**src/rtl/ama_riscv_mmio_perf.sv**
```systemverilog
// MMIO responder on the core data port: tohost, 64-bit cycle/instret counters
// with hi-word shadows, and a counter-clear control register.
module ama_riscv_mmio_perf #(
    parameter logic [31:0] BASE_ADDR = 32'h0001_0000
) (
    input  logic        clk,
    input  logic        rst,
    input  logic        req_valid,
    output logic        req_ready,
    input  logic [31:0] req_addr,
    input  logic        req_wr,
    input  logic [31:0] req_wdata,
    input  logic [3:0]  req_wstrb,
    output logic        rsp_valid,
    input  logic        rsp_ready,
    output logic [31:0] rsp_data,
    output logic        rsp_err,
    input  logic        inst_retired,
    output logic [31:0] csr_tohost,
    output logic        mmio_reset_cnt
);

    localparam logic [7:0] OFF_TOHOST  = 8'h00;
    localparam logic [7:0] OFF_CYC_LO  = 8'h04;
    localparam logic [7:0] OFF_CYC_HI  = 8'h08;
    localparam logic [7:0] OFF_IR_LO   = 8'h0C;
    localparam logic [7:0] OFF_IR_HI   = 8'h10;
    localparam logic [7:0] OFF_CTRL    = 8'h14;

    logic [31:0] tohost_q, tohost_d;
    logic [63:0] cycle_q, cycle_d;
    logic [63:0] instret_q, instret_d;
    logic [31:0] cycle_hi_shadow_q, cycle_hi_shadow_d;
    logic [31:0] instret_hi_shadow_q, instret_hi_shadow_d;
    logic        rsp_valid_q, rsp_valid_d;
    logic [31:0] rsp_data_q, rsp_data_d;
    logic        rsp_err_q, rsp_err_d;
    logic        reset_cnt_q, reset_cnt_d;

    logic [7:0]  off;
    logic        in_win, is_tohost, is_cyc_lo, is_cyc_hi, is_ir_lo, is_ir_hi;
    logic        is_ctrl, is_ro, req_err, acc, ok_rd, ok_wr, clear;
    logic [31:0] rdata;

    // Address decode and acceptance.
    always_comb begin
        off       = req_addr[7:0];
        in_win    = (req_addr[31:8] == BASE_ADDR[31:8]);
        is_tohost = (off == OFF_TOHOST);
        is_cyc_lo = (off == OFF_CYC_LO);
        is_cyc_hi = (off == OFF_CYC_HI);
        is_ir_lo  = (off == OFF_IR_LO);
        is_ir_hi  = (off == OFF_IR_HI);
        is_ctrl   = (off == OFF_CTRL);
        is_ro     = is_cyc_lo || is_cyc_hi || is_ir_lo || is_ir_hi;
        req_err   = !in_win || (req_addr[1:0] != 2'b00) ||
                    !(is_tohost || is_ro || is_ctrl) || (req_wr && is_ro);
        req_ready = !rst && (!rsp_valid_q || rsp_ready);
        acc       = req_valid && req_ready;
        ok_rd     = acc && !req_wr && !req_err;
        ok_wr     = acc && req_wr && !req_err;
        clear     = ok_wr && is_ctrl && req_wdata[0] && req_wstrb[0];
    end

    // Read mux samples pre-edge values so a lo/hi pair never tears.
    always_comb begin
        rdata = 32'h0;
        if (is_tohost) rdata = tohost_q;
        if (is_cyc_lo) rdata = cycle_q[31:0];
        if (is_cyc_hi) rdata = cycle_hi_shadow_q;
        if (is_ir_lo)  rdata = instret_q[31:0];
        if (is_ir_hi)  rdata = instret_hi_shadow_q;
    end

    always_comb begin
        tohost_d            = tohost_q;
        cycle_hi_shadow_d   = cycle_hi_shadow_q;
        instret_hi_shadow_d = instret_hi_shadow_q;
        rsp_valid_d         = rsp_valid_q;
        rsp_data_d          = rsp_data_q;
        rsp_err_d           = rsp_err_q;
        reset_cnt_d         = clear;

        for (int i = 0; i < 4; i++) begin
            if (ok_wr && is_tohost && req_wstrb[i])
                tohost_d[8*i +: 8] = req_wdata[8*i +: 8];
        end

        if (ok_rd && is_cyc_lo) cycle_hi_shadow_d   = cycle_q[63:32];
        if (ok_rd && is_ir_lo)  instret_hi_shadow_d = instret_q[63:32];

        // Clear wins over the same-edge increment.
        cycle_d   = clear ? 64'h0 : cycle_q + 64'd1;
        instret_d = clear ? 64'h0 : instret_q + {63'h0, inst_retired};

        if (acc) begin
            rsp_valid_d = 1'b1;
            rsp_err_d   = req_err;
            rsp_data_d  = ok_rd ? rdata : 32'h0;
        end else if (rsp_ready) begin
            rsp_valid_d = 1'b0;
        end
    end

    always_ff @(posedge clk) begin
        if (rst) begin
            tohost_q            <= 32'h0;
            cycle_q             <= 64'h0;
            instret_q           <= 64'h0;
            cycle_hi_shadow_q   <= 32'h0;
            instret_hi_shadow_q <= 32'h0;
            rsp_valid_q         <= 1'b0;
            rsp_data_q          <= 32'h0;
            rsp_err_q           <= 1'b0;
            reset_cnt_q         <= 1'b0;
        end else begin
            tohost_q            <= tohost_d;
            cycle_q             <= cycle_d;
            instret_q           <= instret_d;
            cycle_hi_shadow_q   <= cycle_hi_shadow_d;
            instret_hi_shadow_q <= instret_hi_shadow_d;
            rsp_valid_q         <= rsp_valid_d;
            rsp_data_q          <= rsp_data_d;
            rsp_err_q           <= rsp_err_d;
            reset_cnt_q         <= reset_cnt_d;
        end
    end

    assign rsp_valid      = rsp_valid_q;
    assign rsp_data       = rsp_data_q;
    assign rsp_err        = rsp_err_q;
    assign csr_tohost     = tohost_q;
    assign mmio_reset_cnt = reset_cnt_q;

endmodule

```
**config.mk**
```make
export PLATFORM = sky130hd
export DESIGN_NAME = ama_riscv_mmio_perf
export DESIGN_NICKNAME = d
export VERILOG_FILES = /design/src/rtl/ama_riscv_mmio_perf.sv
export SDC_FILE = /design/constraint.sdc
export NUM_CORES = 1
export LEC_CHECK = 0
export CAP_MARGIN = 20
export CORE_MARGIN = 2
export CORE_UTILIZATION = 55
export DETAILED_ROUTE_END_ITERATION = 10
export PLACE_DENSITY = 0.89
export SYNTH_ARGS = -nofsm -noshare
export SYNTH_HDL_FRONTEND = slang
export SYNTH_SLANG_ARGS = --single-unit
export TNS_END_PERCENT = 50
```
**constraint.sdc**
```tcl
create_clock -name clk -period 5.3 [get_ports clk]
set_input_delay 1.06 -clock clk [delete_from_list [all_inputs] [get_ports clk]]
set_output_delay 1.06 -clock clk [all_outputs]
set_load 0.03 [all_outputs]
```
## Word level (Yosys, flattened, before mapping)

Index checks and enable logic that the tools add are counted.

- Register bits: 259
- Output and inout port bits: 68
- Word-level logic and storage cells: 64

- Add/sub/neg operators: 2
- Equal/unequal tests: 6
- Muxes and demuxes: 8
- Reductions and logical operators: 36

Operator list:

| cell | number |
|---|---|
| $mux 32 | 6 |
| $add 64x1->64 | 1 |
| $add 64x1->64 const B | 1 |
| $eq 24x9->1 const B | 1 |
| $logic_and 1x1->1 | 17 |
| $eq 8x4->1 const B | 2 |
| $eq 8x5->1 const B | 2 |
| $logic_or 1x1->1 | 9 |
| $eq 8x3->1 const B | 1 |
| $logic_not 8->1 | 1 |
| $logic_not 1->1 | 6 |
| $reduce_bool 2->1 | 2 |
| $mux 1 | 2 |
| $reduce_or 2->1 | 1 |

## Depth between registers and ports, before layout

- Depth after elaboration: 15
- Depth in mapped cells: 9
- Mapped depth without buffers: 7

## Least setup slack after synthesis

Ideal clock, no wire load.

- Path type: input-to-output
- From: input port rst
- To: output port req_ready
- Data arrival time: 2.091 ns
- Required time: 4.240 ns
- Slack: 2.149 ns
- Cell stages on the path: 4
- Cell sequence: clkbuf_1 > clkbuf_1 > buf_1 > nor2_1

- Cells in the longest elaborated chain, start to end: 2

RTL lines:

| item | line | text |
|---|---|---|
| start: declaration | 7 | `input logic rst,` |
| $logic_not 1->1 | 58 | `req_ready = !rst && (!rsp_valid_q \|\| rsp_ready);` |
| $logic_and 1x1->1 | 58 |  |
| end: declaration | 9 | `output logic req_ready,` |

Every way passes these cells.

## Worst setup path in the final report

- From: input port req_addr[0]
- To: register rsp_data_q[22] (netlist: rsp_data[22])

- Cells in the longest elaborated chain, start to end: 12
- Elaborated cells on any way between the ends: 25

RTL lines:

| item | line | text |
|---|---|---|
| start: declaration | 10 | `input logic [31:0] req_addr,` |
| $eq 8x3->1 / $eq 8x4->1 (equally long branches) | 50, 51 |  |
| $logic_or 1x1->1 (3 in series) | 55 | `is_ro = is_cyc_lo \|\| is_cyc_hi \|\| is_ir_lo \|\| is_ir_hi;` |
| $logic_or 1x1->1 (2 in series) | 57 | `!(is_tohost \|\| is_ro \|\| is_ctrl) \|\| (req_wr && is_ro);` |
| $logic_not 1->1 | 57 |  |
| $logic_or 1x1->1 | 56 | `req_err = !in_win \|\| (req_addr[1:0] != 2'b00) \|\|` |
| $logic_or 1x1->1 | 57 |  |
| $logic_not 1->1 | 60 | `ok_rd = acc && !req_wr && !req_err;` |
| $logic_and 1x1->1 | 60 |  |
| $mux 32 (*) | 99 | `rsp_data_d = ok_rd ? rdata : 32'h0;` |
| end signal: assignment | 123 | `rsp_data_q <= rsp_data_d;` |
| end: declaration | 36 | `logic [31:0] rsp_data_q, rsp_data_d;` |

Every way passes the cells marked *; elsewhere a longest branch is shown, timed or not.
A chain may end at the register's enable or synchronous reset.

==> results.json <==
{
  "root_buffer": "clkbuf_16",
  "portBuffers": 141,
  "die_h_um": 150.1,
  "top_layer": "met4",
  "dr_wl_met3_mm": 2.843,
  "slowest_stage": "or4_1",
  "tightest_slew_ns": 1.113,
  "cp-end-kind": "register",
  "drt_iter0_drc": 1442,
  "p_sw_uw": 855.6,
  "ys_seq_area_share_pct": 44.15,
  "grt_pass1_wl_mm": 54.39,
  "diodes": 0,
  "skew_ns": 0.01360,
  "gp_congestion": 0.9630,
  "synth_edf_count": 0,
  "netlist_area_sq_um": 11750,
  "core_sq_um": 21020,
  "required_ns": 5.74,
  "synth_top_area_cell": "dfxtp_1",
  "slowest_delay_ns": 0.98,
  "grtUsageTotal_pct": 29.96,
  "met2WireLength_mm": 16.54,
  "yosys_warnings": 0,
  "wl_per_cell_um": 19.34,
  "cts.htree.levels": 1,
  "drt-pass1-iter-count": 7,
  "num-nets-final": 1552,
  "clkLatencyLatePin_ns": 0.54,
  "worstSetupStartpointType": "primary input",
  "clock_power_share_pct": 47.8,
  "antenna_found_initial": 0,
  "seq_area_sq_um": 5185,
  "fmax_mhz": 269.4,
  "pwr-share-seq_pct": 48.4,
  "wl_met1_mm": 13.57,
  "cts_max_path_buffers": 3,
  "cts_tree": "built",
  "start_util_pct": 55.87,
  "ys_ff_latch": 259,
  "numCtsBuffers": 26,
  "ys.flop_type": "dfxtp_1",
  "netlist.area_leader.share_pct": 44.15,
  "grt_max_degree": 102,
  "drive_above_1_share_pct": 5.295,
  "io_pins": 142,
  "power_frac_comb_pct": 3.8,
  "synth.distinct_cells": 47,
  "yosys-top-cells-area": "dfxtp_1 (44%), mux2i_1 (8.7%), nor2_1 (7.0%), a21oi_1 (3.8%), nand2_1 (3.7%)",
  "synth_most_common_cell": "dfxtp_1",
  "finalHoldViolCount": 0,
  "synth_cells": 1363,
  "multi_input_area_sq_um": 6195,
  "p_int_mw": 3.186,
  "max-vdd-ir-drop_mv": 0.1869,
  "setup_violations": 0,
  "hold_path.startpoint": "rsp_data[1]",
  "r2r_start": "instret_q[26]",
  "vias_per_cell": 6.286,
  "dieArea_sq_um": 22540,
  "maxCapViolations": 0,
  "drt.antenna.violating_nets": 0,
  "fin_tns_setup_ns": 0,
  "status": "finished clean",
  "path_class": "in -> reg",
  "p_leak_nw": 4.553,
  "overflow": 0,
  "cp-startpoint": "req_addr[0]",
  "final_core_util_pct": 67.84,
  "row_count": 53,
  "place_inst": 1721,
  "vias": 11107,
  "relSlewSlack_pct": 25.82,
  "hold_path_class": "reg -> reg",
  "cp_max_fo": 32,
  "crit_chain": "clkdlybuf4s50_1 > nor4_1 > nand4_2 > or3_4 > or4_1 > o31ai_1",
  "crit_arrival_ns": 4.15,
  "nFillCells": 1517,
  "final-max-slew-violation-count": 0,
  "dieWidth_um": 150.1,
  "synth_nets": 1440,
  "drc": 0,
  "dp_hpwl_mm": 23.70,
  "post_cts_resized": 0,
  "finalCritPeriodShare_pct": 70.03,
  "synthArstFlopShare_pct": 0,
  "drt-total-wl_mm": 34.18,
  "power_mw": 4.041,
  "area_growth_pct": 21.42,
  "period_minus_slack_ns": 3.712,
  "grt_pass1_vias": 10334,
  "hold_buffers": 0,
  "numClockSinks": 259,
  "finalNonFillerCells": 1767,
  "clk_pin_slew_worst_paths_ns": 0.06,
  "power-per-cell-area_nw_per_um2": 283.4,
  "netlist_top_cells_count": "dfxtp_1 (259), nor2_1 (220), nand2_1 (116), mux2i_1 (102), a21oi_1 (90)",
  "rsz0062_at_grt": "no",
  "syn_area_per_cell_sq_um": 8.617,
  "cts_setup_buffers": 0,
  "netSwitchingFraction_pct": 21.17
}
stage by stage:
step	hold slack, ns	instance area, sq um	setup slack, ns
final	0.4514	14260	1.588
after global routing	0.4815	14260	1.407
after CTS	0.4552	14250	1.615
after detailed placement	0.4409	13360	1.077
after global placement	0.4348	13360	1.209
after floorplan	0.4371	11750	2.149
per-layer routing:
layer	GRT usage [%]	vias up
met5	0	-
met4	9.811	0
met3	4.333	106
met2	50.55	570
met1	39.59	5278
li1	-	5153
kinds of logic after synthesis:
kind of cell,after synthesis,share of synthesized area [%]
adder cells (fa/ha/maj),3,0.3196
XOR/XNOR,67,4.996
multiplexers,103,8.885
buffers and inverters,95,3.409
flip-flops,259,44.15
AND/OR/NAND/NOR,594,24.99
AO/OA/AOI/OAI,242,13.25
placed cells by master, fill, tap and decap left out, drive strengths merged, types with 3 or more instances in the layout:
master         count
or4               29
bufinv             4
a221oi            27
nor3              17
nor4              30
nor4b              3
dfxtp            259
or2                3
nor2b              4
clkdlybuf4s50    140
inv               17
ha                 3
or3               27
o21bai            27
o21ai             31
a21oi             90
clkbuf            36
xnor2             25
and2               8
and4              12
and3              11
nand3             52
nand2            116
nor2             220
o31ai             57
nand4b             3
buf               22
clkinv             5
mux2i            102
nand4             53
xor2              42
power groups by stage:
stage                     Sequential (mW)  Clock [mW]  Combinational [mW]
after floorplan                      2.00           0              0.0682
after global placement               2.00           0               0.149
after detailed placement             2.00           0               0.152
after CTS                            1.96        1.93               0.153
after global routing                 1.96        2.01               0.166
final                                1.96        1.93               0.155
flip-flops by register name (all words and copies together) (netlist names):
name and flops:
mmio_reset_cnt 1, rsp_err 1, cycle_q 64, instret_q 64
csr_tohost 32, rsp_valid 1, instret_hi_shadow_q 32, rsp_data 32
cycle_hi_shadow_q 32
layout make-up:
| cell class | count | area share (%) |
|---|---|---|
| Multi-Input combinational cell | 1009 | 43.44 |
| Sequential cell | 259 | 36.36 |
| Timing Repair Buffer | 162 | 11.07 |
| Clock buffer | 36 | 5.176 |
| Tap cell | 275 | 2.413 |
| Clock inverter | 9 | 1.097 |
| Inverter | 17 | 0.4474 |
final timing paths:
| check | end | slack (ns) | cells past startpoint |
|---|---|---|---|
| max reg2reg | instret_q[58] | 2.03 | 5 |
| min | rsp_data[1] | 0.45 | 2 |
| min reg2reg | rsp_data[1] | 0.45 | 2 |
| max | rsp_data[22] | 1.59 | 6 |
worst max-delay path, delay by kind of cell:
kind	cells	cell delay, ns
simple gates	4	2.15
buf+inv	1	0.48
compound gates	1	0.43
Note: power is estimated with default switching activity, not from simulation.
